[config.mk]
export PLATFORM = sky130hd
export DESIGN_NAME = axi4_lite_calib_bank
export DESIGN_NICKNAME = d
export VERILOG_FILES = /design/src/rtl/calib_bank_pkg.sv /design/src/rtl/calib_commit_fsm.sv /design/src/rtl/axi4_lite_calib_bank.sv
export SDC_FILE = /design/constraint.sdc
export NUM_CORES = 2
export LEC_CHECK = 0
export ABC_AREA = 1
export BUFFER_PORTS_ARGS = -buffer_cell sky130_fd_sc_hd__buf_2
export CORE_UTILIZATION = 40
export CTS_CLUSTER_SIZE = 8
export DETAILED_ROUTE_END_ITERATION = 12
export HOLD_SLACK_MARGIN = 0.05
export SYNTH_ARGS = -nofsm -noshare
export SYNTH_HDL_FRONTEND = slang
export SYNTH_SLANG_ARGS = --single-unit
export TNS_END_PERCENT = 5
[constraint.sdc]
create_clock -name S_AXI_ACLK -period 52.2 [get_ports S_AXI_ACLK]
set_input_delay 7.83 -clock S_AXI_ACLK [delete_from_list [all_inputs] [get_ports S_AXI_ACLK]]
set_output_delay 7.83 -clock S_AXI_ACLK [all_outputs]
set_load 0.1 [all_outputs]
[src/rtl/calib_bank_pkg.sv]
// calib_bank_pkg
// Shared definitions for the AXI4-Lite calibration register bank:
// register word indices, CTRL bit positions, AXI response codes and
// the commit FSM state type.
package calib_bank_pkg;

    // Word indices (byte address >> 2)
    localparam int unsigned IDX_CTRL    = 0;
    localparam int unsigned IDX_STATUS  = 1;
    localparam int unsigned IDX_INFO    = 2;
    localparam int unsigned IDX_CH_BASE = 4;  // gain c at 4+2c, offset c at 5+2c

    // CTRL bit positions
    localparam int unsigned CTRL_COMMIT    = 0;
    localparam int unsigned CTRL_IMMEDIATE = 1;
    localparam int unsigned CTRL_ABORT     = 2;
    localparam int unsigned CTRL_RB_ACTIVE = 3;

    // AXI response codes
    localparam logic [1:0] RESP_OKAY   = 2'b00;
    localparam logic [1:0] RESP_SLVERR = 2'b10;

    typedef enum logic {
        ST_IDLE,
        ST_ARMED
    } commit_state_t;

endpackage

[src/rtl/calib_commit_fsm.sv]
// calib_commit_fsm
// Decides when the shadow factor set is copied to the active set.
// Ports:
//   clk, rst        clock, asynchronous active-high reset
//   i_sync          frame strobe (commit point while armed)
//   ctrl_wr         accepted CTRL write with byte lane 0 enabled
//   ctrl_commit     COMMIT bit of that write
//   ctrl_immediate  IMMEDIATE bit of that write (new CTRL value)
//   ctrl_abort      ABORT bit of that write
//   armed           FSM is waiting for i_sync
//   xfer            active <= shadow on this clock edge
//   commit_cnt      number of completed transfers (wraps)
//   o_update        one-cycle pulse in the cycle after a transfer
module calib_commit_fsm
    import calib_bank_pkg::*;
(
    input  logic        clk,
    input  logic        rst,
    input  logic        i_sync,
    input  logic        ctrl_wr,
    input  logic        ctrl_commit,
    input  logic        ctrl_immediate,
    input  logic        ctrl_abort,
    output logic        armed,
    output logic        xfer,
    output logic [15:0] commit_cnt,
    output logic        o_update
);

    commit_state_t state, state_nxt;
    logic          imm_pend;
    logic          arm_req;
    logic          imm_req;
    logic          abort_req;

    // ABORT dominates COMMIT within the same write
    assign abort_req = ctrl_wr && ctrl_abort;
    assign arm_req   = ctrl_wr && ctrl_commit && !ctrl_abort && !ctrl_immediate;
    assign imm_req   = ctrl_wr && ctrl_commit && !ctrl_abort && ctrl_immediate
                       && (state == ST_IDLE);

    always_ff @(posedge clk or posedge rst) begin
        if (rst) begin
            state      <= ST_IDLE;
            imm_pend   <= 1'b0;
            commit_cnt <= '0;
            o_update   <= 1'b0;
        end else begin
            state    <= state_nxt;
            // Immediate transfer is deferred one cycle after the CTRL write
            imm_pend <= imm_req;
            o_update <= xfer;
            if (xfer) begin
                commit_cnt <= commit_cnt + 16'd1;
            end
        end
    end

    always_comb begin
        state_nxt = state;
        unique case (state)
            ST_IDLE: begin
                // An i_sync coinciding with the arming write is not consumed
                if (arm_req) begin
                    state_nxt = ST_ARMED;
                end
            end
            ST_ARMED: begin
                if (abort_req || i_sync) begin
                    state_nxt = ST_IDLE;
                end
            end
            default: state_nxt = ST_IDLE;
        endcase
    end

    always_comb begin
        armed = (state == ST_ARMED);
        xfer  = ((state == ST_ARMED) && i_sync && !abort_req) || imm_pend;
    end

endmodule

[src/rtl/axi4_lite_calib_bank.sv]
// axi4_lite_calib_bank
// AXI4-Lite register bank of per-channel gain/offset factors. Software
// writes the shadow set and requests a commit; the whole set is copied
// to the active outputs on the next i_sync (or at once in IMMEDIATE mode).
// Ports:
//   S_AXI_ACLK, S_AXI_ARESET  clock, asynchronous active-high reset
//   i_sync                    one-cycle frame strobe (commit point)
//   o_gain, o_offset          active factors, channel 0 in the LSBs
//   o_update                  pulse in the cycle after the active set loads
//   S_AXI_*                   AXI4-Lite slave (PROT ignored)
module axi4_lite_calib_bank
    import calib_bank_pkg::*;
#(
    parameter int unsigned CH_NUM             = 8,
    parameter int unsigned C_S_AXI_DATA_WIDTH = 32,
    parameter int unsigned C_S_AXI_ADDR_WIDTH = 8,
    parameter logic [C_S_AXI_DATA_WIDTH-1:0] GAIN_RST   = 32'h3F80_0000,
    parameter logic [C_S_AXI_DATA_WIDTH-1:0] OFFSET_RST = 32'h0000_0000
) (
    input  logic                                 S_AXI_ACLK,
    input  logic                                 S_AXI_ARESET,
    input  logic                                 i_sync,
    output logic [CH_NUM*C_S_AXI_DATA_WIDTH-1:0] o_gain,
    output logic [CH_NUM*C_S_AXI_DATA_WIDTH-1:0] o_offset,
    output logic                                 o_update,
    input  logic [C_S_AXI_ADDR_WIDTH-1:0]        S_AXI_AWADDR,
    input  logic [2:0]                           S_AXI_AWPROT,
    input  logic                                 S_AXI_AWVALID,
    output logic                                 S_AXI_AWREADY,
    input  logic [C_S_AXI_DATA_WIDTH-1:0]        S_AXI_WDATA,
    input  logic [C_S_AXI_DATA_WIDTH/8-1:0]      S_AXI_WSTRB,
    input  logic                                 S_AXI_WVALID,
    output logic                                 S_AXI_WREADY,
    output logic [1:0]                           S_AXI_BRESP,
    output logic                                 S_AXI_BVALID,
    input  logic                                 S_AXI_BREADY,
    input  logic [C_S_AXI_ADDR_WIDTH-1:0]        S_AXI_ARADDR,
    input  logic [2:0]                           S_AXI_ARPROT,
    input  logic                                 S_AXI_ARVALID,
    output logic                                 S_AXI_ARREADY,
    output logic [C_S_AXI_DATA_WIDTH-1:0]        S_AXI_RDATA,
    output logic [1:0]                           S_AXI_RRESP,
    output logic                                 S_AXI_RVALID,
    input  logic                                 S_AXI_RREADY
);

    localparam int unsigned DW   = C_S_AXI_DATA_WIDTH;
    localparam int unsigned SW   = DW / 8;
    localparam int unsigned NREG = IDX_CH_BASE + 2 * CH_NUM;

    logic [DW-1:0] sh_gain    [CH_NUM];
    logic [DW-1:0] sh_offset  [CH_NUM];
    logic [DW-1:0] act_gain   [CH_NUM];
    logic [DW-1:0] act_offset [CH_NUM];

    logic          axi_awready, axi_wready, axi_bvalid;
    logic          axi_arready, axi_rvalid;
    logic [1:0]    axi_bresp, axi_rresp;
    logic [DW-1:0] axi_rdata;

    logic          ctrl_imm, rb_active;
    logic          wr_hs, ctrl_wr;
    int unsigned   w_idx, r_idx;
    logic [DW-1:0] rd_data;
    logic [1:0]    rd_resp;

    logic          armed, xfer;
    logic [15:0]   commit_cnt;

    logic          unused_inputs;
    assign unused_inputs = ^{S_AXI_AWPROT, S_AXI_ARPROT,
                             S_AXI_AWADDR[1:0], S_AXI_ARADDR[1:0]};

    assign w_idx = 32'(S_AXI_AWADDR[C_S_AXI_ADDR_WIDTH-1:2]);
    assign r_idx = 32'(S_AXI_ARADDR[C_S_AXI_ADDR_WIDTH-1:2]);

    // READY pulses one cycle after both VALIDs, so the handshake cycle is
    // the cycle where the registered READYs are high.
    assign wr_hs   = axi_awready && S_AXI_AWVALID && axi_wready && S_AXI_WVALID;
    assign ctrl_wr = wr_hs && (w_idx == IDX_CTRL) && S_AXI_WSTRB[0];

    // ---------------- write channel ----------------
    always_ff @(posedge S_AXI_ACLK or posedge S_AXI_ARESET) begin
        if (S_AXI_ARESET) begin
            axi_awready <= 1'b0;
            axi_wready  <= 1'b0;
            axi_bvalid  <= 1'b0;
            axi_bresp   <= RESP_OKAY;
        end else begin
            if (!axi_awready && S_AXI_AWVALID && S_AXI_WVALID && !axi_bvalid) begin
                axi_awready <= 1'b1;
                axi_wready  <= 1'b1;
            end else begin
                axi_awready <= 1'b0;
                axi_wready  <= 1'b0;
            end
            if (wr_hs) begin
                axi_bvalid <= 1'b1;
                axi_bresp  <= (w_idx < NREG) ? RESP_OKAY : RESP_SLVERR;
            end else if (axi_bvalid && S_AXI_BREADY) begin
                axi_bvalid <= 1'b0;
            end
        end
    end

    // CTRL: only IMMEDIATE and RB_ACTIVE are stored; COMMIT/ABORT are strobes
    always_ff @(posedge S_AXI_ACLK or posedge S_AXI_ARESET) begin
        if (S_AXI_ARESET) begin
            ctrl_imm  <= 1'b0;
            rb_active <= 1'b0;
        end else if (ctrl_wr) begin
            ctrl_imm  <= S_AXI_WDATA[CTRL_IMMEDIATE];
            rb_active <= S_AXI_WDATA[CTRL_RB_ACTIVE];
        end
    end

    // Shadow set, byte lanes gated by WSTRB
    always_ff @(posedge S_AXI_ACLK or posedge S_AXI_ARESET) begin
        if (S_AXI_ARESET) begin
            for (int unsigned c = 0; c < CH_NUM; c++) begin
                sh_gain[c]   <= GAIN_RST;
                sh_offset[c] <= OFFSET_RST;
            end
        end else if (wr_hs) begin
            for (int unsigned c = 0; c < CH_NUM; c++) begin
                for (int unsigned b = 0; b < SW; b++) begin
                    if (S_AXI_WSTRB[b] && (w_idx == IDX_CH_BASE + 2 * c)) begin
                        sh_gain[c][8*b +: 8] <= S_AXI_WDATA[8*b +: 8];
                    end
                    if (S_AXI_WSTRB[b] && (w_idx == IDX_CH_BASE + 2 * c + 1)) begin
                        sh_offset[c][8*b +: 8] <= S_AXI_WDATA[8*b +: 8];
                    end
                end
            end
        end
    end

    // Active set: a shadow write on the transfer edge is not seen here,
    // so the pre-write shadow value is what gets copied.
    always_ff @(posedge S_AXI_ACLK or posedge S_AXI_ARESET) begin
        if (S_AXI_ARESET) begin
            for (int unsigned c = 0; c < CH_NUM; c++) begin
                act_gain[c]   <= GAIN_RST;
                act_offset[c] <= OFFSET_RST;
            end
        end else if (xfer) begin
            for (int unsigned c = 0; c < CH_NUM; c++) begin
                act_gain[c]   <= sh_gain[c];
                act_offset[c] <= sh_offset[c];
            end
        end
    end

    // ---------------- read channel ----------------
    always_comb begin
        rd_data = '0;
        rd_resp = RESP_OKAY;
        if (r_idx >= NREG) begin
            rd_resp = RESP_SLVERR;
        end else if (r_idx == IDX_CTRL) begin
            rd_data[CTRL_IMMEDIATE] = ctrl_imm;
            rd_data[CTRL_RB_ACTIVE] = rb_active;
        end else if (r_idx == IDX_STATUS) begin
            rd_data[0]     = armed;
            rd_data[31:16] = commit_cnt;
        end else if (r_idx == IDX_INFO) begin
            rd_data = DW'(CH_NUM);
        end
        for (int unsigned c = 0; c < CH_NUM; c++) begin
            if (r_idx == IDX_CH_BASE + 2 * c) begin
                rd_data = rb_active ? act_gain[c] : sh_gain[c];
            end
            if (r_idx == IDX_CH_BASE + 2 * c + 1) begin
                rd_data = rb_active ? act_offset[c] : sh_offset[c];
            end
        end
    end

    always_ff @(posedge S_AXI_ACLK or posedge S_AXI_ARESET) begin
        if (S_AXI_ARESET) begin
            axi_arready <= 1'b0;
            axi_rvalid  <= 1'b0;
            axi_rdata   <= '0;
            axi_rresp   <= RESP_OKAY;
        end else begin
            axi_arready <= !axi_arready && S_AXI_ARVALID && !axi_rvalid;
            if (axi_arready && S_AXI_ARVALID) begin
                axi_rvalid <= 1'b1;
                axi_rdata  <= rd_data;
                axi_rresp  <= rd_resp;
            end else if (axi_rvalid && S_AXI_RREADY) begin
                axi_rvalid <= 1'b0;
            end
        end
    end

    // ---------------- commit control ----------------
    calib_commit_fsm u_commit_fsm (
        .clk            (S_AXI_ACLK),
        .rst            (S_AXI_ARESET),
        .i_sync         (i_sync),
        .ctrl_wr        (ctrl_wr),
        .ctrl_commit    (S_AXI_WDATA[CTRL_COMMIT]),
        .ctrl_immediate (S_AXI_WDATA[CTRL_IMMEDIATE]),
        .ctrl_abort     (S_AXI_WDATA[CTRL_ABORT]),
        .armed          (armed),
        .xfer           (xfer),
        .commit_cnt     (commit_cnt),
        .o_update       (o_update)
    );

    for (genvar c = 0; c < CH_NUM; c++) begin : g_out
        assign o_gain[c*DW +: DW]   = act_gain[c];
        assign o_offset[c*DW +: DW] = act_offset[c];
    end

    assign S_AXI_AWREADY = axi_awready;
    assign S_AXI_WREADY  = axi_wready;
    assign S_AXI_BRESP   = axi_bresp;
    assign S_AXI_BVALID  = axi_bvalid;
    assign S_AXI_ARREADY = axi_arready;
    assign S_AXI_RDATA   = axi_rdata;
    assign S_AXI_RRESP   = axi_rresp;
    assign S_AXI_RVALID  = axi_rvalid;

endmodule

# After elaboration in Yosys (flattened, before gate mapping)
# Cells that the tools add are included.
# word_totals
ff_bits	1085
in_bits	66
out_inout_bits	554
# classes
addsub	1
order_cmp	2
n_eq_ne	34
mux	52
bitwise_logic	1
reduce_logical	162
# ops
op	n
2-to-1 mux 32 bit	33
AND reduction 2 bit	64
equality test 6 x 4 -> 1 bit (second input constant)	16
logical AND 1 bit	85
zero test 32 bit	2
equality test 6 x 3 -> 1 bit (second input constant)	8
equality test 6 x 5 -> 1 bit (second input constant)	8
2-to-1 mux 28 bit	1
adder 16 x 1 -> 16 bit (second input constant)	1
2-to-1 mux 16 bit	1
2-to-1 mux 15 bit	1
2-to-1 mux 1 bit	12
zero test 1 bit	7
equality test 6 x 1 -> 1 bit (second input constant)	1
equality test 6 x 2 -> 1 bit (second input constant)	1
greater-or-equal comparator 6 x 5 -> 1 bit (second input constant)	1
< comparator 6 x 5 -> 1 bit (second input constant)	1
2-to-1 mux 2 bit	2
2-to-1 mux 4 bit	1
nonzero test 2 bit	2
logical OR 1 bit	2
one-hot mux 1 bit (2 select lines)	1
inverter 1 bit	1

# Longest topological paths before layout
# depth
depth_word	21
depth_mapped	17
depth_no_buf	16

# Modules after synthesis
# A second synthesis with hierarchy kept.
# hier_totals
cells_unflattened	5956
area_unflattened_um2	49381.1
# by_module_without_submodules
mod	instances	cells_each	area_per_inst_um2	seq_area_each_um2
axi4_lite_calib_bank	1	5826	48347.6	26765.7
calib_commit_fsm	1	130	1033.5	475.5

# Least setup slack after synthesis
# Ideal clock, no wire load.
# synth_path
path_kind	input port to flip-flop
start	in S_AXI_AWVALID
end	reg act_gain, in the netlist o_gain[127]
setup_ns	0.130
arrival_time_ns	9.191
required_time_ns	52.070
slack_ns	42.879
cell_stages	14
path_buffers	3
path_cell_list	nand2_1 nor2_2 nand2_1 nor2_2 nand2_1 nand3_1 inv_2 nor2_4 inv_2 buf_6 buf_4 buf_6 nand2_1 o21ai_0
# synth_between
elab_chain_len	9
# synth_lines
item	line	rtl
from (decl)	axi4_lite_calib_bank.sv:28	input logic S_AXI_AWVALID,
logical AND 1 bit (3 in series)	axi4_lite_calib_bank.sv:79	assign wr_hs = axi_awready && S_AXI_AWVALID && axi_wready && S_AXI_WVALID;
logical AND 1 bit (2 in series)	axi4_lite_calib_bank.sv:80	assign ctrl_wr = wr_hs && (w_idx == IDX_CTRL) && S_AXI_WSTRB[0];
logical AND 1 bit	calib_commit_fsm.sv:37	assign abort_req = ctrl_wr && ctrl_abort;
zero test 1 bit	calib_commit_fsm.sv:79	xfer = ((state == ST_ARMED) && i_sync && !abort_req) || imm_pend;
logical AND 1 bit	calib_commit_fsm.sv:79	
logical OR 1 bit	calib_commit_fsm.sv:79	
to (signal, indexed assignment)	axi4_lite_calib_bank.sv:148	act_gain[c] <= sh_gain[c];
to (decl)	axi4_lite_calib_bank.sv:53	logic [DW-1:0] act_gain [CH_NUM];
# Every way passes these cells.
# A chain may end at the register's enable or synchronous reset.

# Worst setup path after layout
# layout_path
start	in S_AXI_AWADDR[5]
end	reg act_gain, in the netlist o_gain[170]
# layout_between
elab_chain_len	7
# layout_lines
item	line	rtl
from (decl)	axi4_lite_calib_bank.sv:26	input logic [C_S_AXI_ADDR_WIDTH-1:0] S_AXI_AWADDR,
zero test 32 bit	axi4_lite_calib_bank.sv:80	
logical AND 1 bit (2 in series)	axi4_lite_calib_bank.sv:80	
logical AND 1 bit	calib_commit_fsm.sv:37	
zero test 1 bit	calib_commit_fsm.sv:79	
logical AND 1 bit	calib_commit_fsm.sv:79	
logical OR 1 bit	calib_commit_fsm.sv:79	
# Every way passes these cells.

==> out/qor.csv <==
stage;metric;value;unit
power;total power draw;1940;uW
power;Lkg Pwr;0.0264;uW
timing;RSZ-0062 raised after global routing;no;
detailed_routing;Vias;43695;
worst_setup_path;launching point of the worst reg2reg path;rb_active;
timing;Finish-stage setup viols;0;
floorplan;total number of placement rows;128;
outcome;status;finished clean;
worst_hold_path;type of the tightest min-delay check;reg -> reg;
clocking;Gates resized, CTS repair;0;
grt;vias in the first global route;40128;
logic_synthesis;mean area per synthesized cell;8.23;um^2
clocking;Clock H-tree levels;4;
finish;area of the multi-input gates;18300;um^2
worst_setup_path;critical path type;in -> reg;
clocking;Clock Tree Buf Depth;3;
timing;worst-case setup margin in the final layout;41.22;ns
placed_design;post-placement worst setup slack;40.28;ns
floorplan;area of the core;122000;um^2
detailed_routing;metal3 WL;18.9;mm
floorplan;Initial Util;40.4;%
detailed_routing;Total Wirelength;194;mm
detailed_routing;Routed Antenna Nets;0;
detailed_routing;Initial DRT Pass Iterations;6;
timing;final critical-path required period;10.98;ns
floorplan;Die X-Extent;353;um
worst_setup_path;FF-to-FF End;S_AXI_RDATA[15];
grt;first-pass GRT wire length;280;mm
worst_hold_path;start point of the worst min-delay path;S_AXI_BVALID;
detailed_routing;average detailed-routed wire length per instance;23.7;um
clocking;sinks on the clock net;1083;
timing;final worst path period share;21.0;%
clocking;clock input transition at the sequential cells of the worst setup and hold paths;0.05;ns
placed_design;HPWL reported at the end of detailed placement;131;mm
detailed_routing;Iter 0 DRT Violations;4681;
logic_synthesis;FF+latch count, synth;1083;
detailed_routing;uppermost signal routing layer after detailed routing;met5;
timing;total count of hold-check failures in the final report;0;
timing;max-slew violations;0;
placed_design;number of port buffers;607;
logic_synthesis;number of enable flip-flop cells after synthesis;0;
logic_synthesis;number of synthesis warnings;0;
detailed_routing;post-route DRC violation count;0;
logic_synthesis;largest area contributor in the netlist;sky130_fd_sc_hd__dfrtp_1;
grt;Overall Global Routing Usage;30.6;%
run;max-capacitance violation count;0;
clocking;# Post-CTS Setup Buffers;0;
floorplan;overall die area;125000;um^2
worst_setup_path;depth of the most critical reg-to-reg path;13;
clocking;CTS Hold Buffers Added;0;
finish;Filler Cell Count;12013;
placed_design;Final GP Congestion;0.871;
worst_setup_path;maximum fanout along the worst path;206;
floorplan;Die Span Y;353;um
grt;grt total ovfl;0;
timing;normalized max-slew margin;10.1;%
logic_synthesis;portion of synthesized cell area occupied by the leading cell type;49.2;%
clocking;Skew-Pair Late Insertion Delay;0.77;ns
finish;relative area change from synthesis to final layout;16.7;%
worst_hold_path;hold-critical path endpoint;S_AXI_WREADY;
power;total power divided by cell area;33.6;nW/um^2
clocking;clock tree from TritonCTS;yes;
logic_synthesis;Post-Synthesis Cell Area;49400;um^2
logic_synthesis;most frequently used flop master after synthesis;sky130_fd_sc_hd__dfrtp_1;
worst_setup_path;arrival time reported for the critical path endpoint;11.55;ns
detailed_routing;Met1 Wirelength;80.5;mm
grt;antenna violations before repair;26;
logic_synthesis;main area contributors after synthesis;sky130_fd_sc_hd__dfrtp_1 (49%), sky130_fd_sc_hd__nand2_1 (16%), sky130_fd_sc_hd__o21ai_0 (11%);
worst_setup_path;kind of launch point of the worst setup path;primary input;
clocking;TritonCTS buffer count;154;
clocking;clock root cell;sky130_fd_sc_hd__clkbuf_16;
finish;share of cells above drive strength 1;15.5;%
finish;register cell area after layout;27200;um^2
timing;accumulated negative setup slack;0;ns
grt;maximum number of pins on one net before global-route repair;207;
logic_synthesis;proportion of synthesized flip-flops having asynchronous set or reset;100;%
timing;Least-Margin Pin Slew;1.35;ns
worst_setup_path;worst-case register-to-register setup slack;47.45;ns
logic_synthesis;register area share after synthesis;55.1;%
floorplan;io pins;620;
power;largest voltage drop on the vdd net;0.0307;mV
detailed_routing;met2 routed wirelength;85.4;mm
logic_synthesis;post-synthesis cell type count;38;
worst_setup_path;endpoint kind of the worst setup timing path;register;
worst_setup_path;WP data required;52.77;ns
timing;Max Fclk;0.0911;GHz
finish;final net count;6513;
detailed_routing;vias per std cell;5.36;
timing;final worst clock skew;0.0276;ns
logic_synthesis;instance count of the mapped netlist;6007;
worst_hold_path;number of cells on the worst hold path;1;
critical path: stages:
cell	delay (ns)
sky130_fd_sc_hd__buf_2	0.12
sky130_fd_sc_hd__nor2_1	0.31
sky130_fd_sc_hd__nand3_1	0.15
sky130_fd_sc_hd__nor2_2	0.21
sky130_fd_sc_hd__nand2_1	0.11
sky130_fd_sc_hd__nand3_1	0.10
sky130_fd_sc_hd__inv_2	0.05
sky130_fd_sc_hd__nor2_4	0.18
sky130_fd_sc_hd__buf_12	0.49
sky130_fd_sc_hd__buf_4	0.76
sky130_fd_sc_hd__buf_4	0.91
sky130_fd_sc_hd__o21ai_0	0.22
cell usage after synthesis, types with 7 or more instances:
| library cell | count |
|---|---|
| sky130_fd_sc_hd__nand3_1 | 55 |
| sky130_fd_sc_hd__o21ai_1 | 8 |
| sky130_fd_sc_hd__a21boi_0 | 26 |
| sky130_fd_sc_hd__nand4_1 | 91 |
| sky130_fd_sc_hd__a31oi_1 | 17 |
| sky130_fd_sc_hd__dfrtp_1 | 971 |
| sky130_fd_sc_hd__nand2_1 | 2079 |
| sky130_fd_sc_hd__xor2_1 | 9 |
| sky130_fd_sc_hd__o211ai_1 | 286 |
| sky130_fd_sc_hd__nor2_1 | 208 |
| sky130_fd_sc_hd__buf_6 | 16 |
| sky130_fd_sc_hd__clkbuf_1 | 184 |
| sky130_fd_sc_hd__a211oi_1 | 10 |
| sky130_fd_sc_hd__o21ai_0 | 1064 |
| sky130_fd_sc_hd__inv_2 | 14 |
| sky130_fd_sc_hd__dfstp_2 | 112 |
| sky130_fd_sc_hd__nor2_2 | 19 |
| sky130_fd_sc_hd__a21oi_1 | 91 |
| sky130_fd_sc_hd__inv_1 | 520 |
| sky130_fd_sc_hd__nor2_4 | 7 |
| sky130_fd_sc_hd__buf_4 | 32 |
| sky130_fd_sc_hd__buf_2 | 153 |
worst max-delay path by stage:
stage                          from  cells after the start  slack [ns]             to
floorplan              S_AXI_ARESET                      1       14.07  S_AXI_ARREADY
global placement    S_AXI_AWADDR[5]                     12       40.39    o_gain[167]
detailed placement  S_AXI_AWADDR[5]                     12       40.28    o_gain[105]
CTS                 S_AXI_AWADDR[5]                     12       41.08    o_gain[170]
global route        S_AXI_AWADDR[5]                     12       40.78    o_gain[170]
finish              S_AXI_AWADDR[5]                     12       41.22    o_gain[170]
per-layer routing:
layer / track usage [%] / up-vias
li1: - / 20321
met1: 41.7 / 21218
met2: 45.9 / 1811
met3: 8.29 / 337
met4: 13.2 / 8
met5: 0 / -
sequential cells by signal, indices dropped and copies added, names as in the netlist, 16 cells and up:
signal                   flops
S_AXI_RDATA                 32
u_commit_fsm.commit_cnt     16
sh_gain                    256
o_gain                     256
sh_offset                  256
o_offset                   256
power breakdown:
group          switching (uW)  internal [uW]
sequential               7.75            853
clock                     395            548
combinational             114           17.9
placed cells by master (no fill, tap or decap), types with 8 or more instances in the layout:
cell	count
sky130_fd_sc_hd__nor2_2	15
sky130_fd_sc_hd__dfrtp_1	970
sky130_fd_sc_hd__a21boi_0	26
sky130_fd_sc_hd__xor2_1	9
sky130_fd_sc_hd__a21oi_1	91
sky130_fd_sc_hd__nor2_1	206
sky130_fd_sc_hd__nand4_1	91
sky130_fd_sc_hd__inv_1	519
sky130_fd_sc_hd__o21ai_0	1064
sky130_fd_sc_hd__o21ai_1	8
sky130_fd_sc_hd__a31oi_1	17
sky130_fd_sc_hd__o211ai_1	286
sky130_fd_sc_hd__a211oi_1	10
sky130_fd_sc_hd__nor2_4	13
sky130_fd_sc_hd__nand2_1	2078
sky130_fd_sc_hd__inv_2	12
sky130_fd_sc_hd__buf_2	607
sky130_fd_sc_hd__nand3_1	54
sky130_fd_sc_hd__buf_4	60
sky130_fd_sc_hd__dfstp_2	112
sky130_fd_sc_hd__clkbuf_16	155
sky130_fd_sc_hd__clkbuf_1	62
per-stage QoR:
step | hold WS (ns) | util [%] | std cells | area, um^2
2_1_floorplan | 0.442 | - | 6008 | 49400
3_3_place_gp | 0.437 | 43.5 | 7915 | 53200
3_5_place_dp | 0.450 | 43.5 | 7915 | 53200
4_1_cts | 0.457 | 47.2 | 8149 | 57600
5_1_grt | 0.493 | 47.2 | 8151 | 57600
6_report | 0.461 | 47.2 | 8155 | 57600
area by class of cell:
cell class / instances / share of cell area, %
timing repair buffer: 672 / 6.23
inverter: 534 / 3.52
tap: 1625 / 3.53
multi-input combinational: 4001 / 31.8
clock inverter: 16 / 0.508
sequential: 1083 / 47.3
antenna: 6 / 0.0260
clock buffer: 218 / 7.16
cell families (layout without fill, tap and decap cells):
logic type,count (synthesis),in the layout,share of synthesized area (%)
compound gates,1504,1504,16.9
xor+xnor,14,14,0.248
fa+ha+maj,1,1,0.0253
buf+inv,924,1440,7.89
flops,1083,1083,55.1
other cells,1,8,0.00759
simple gates,2480,2480,19.8
(Power assumes the default switching activity.)
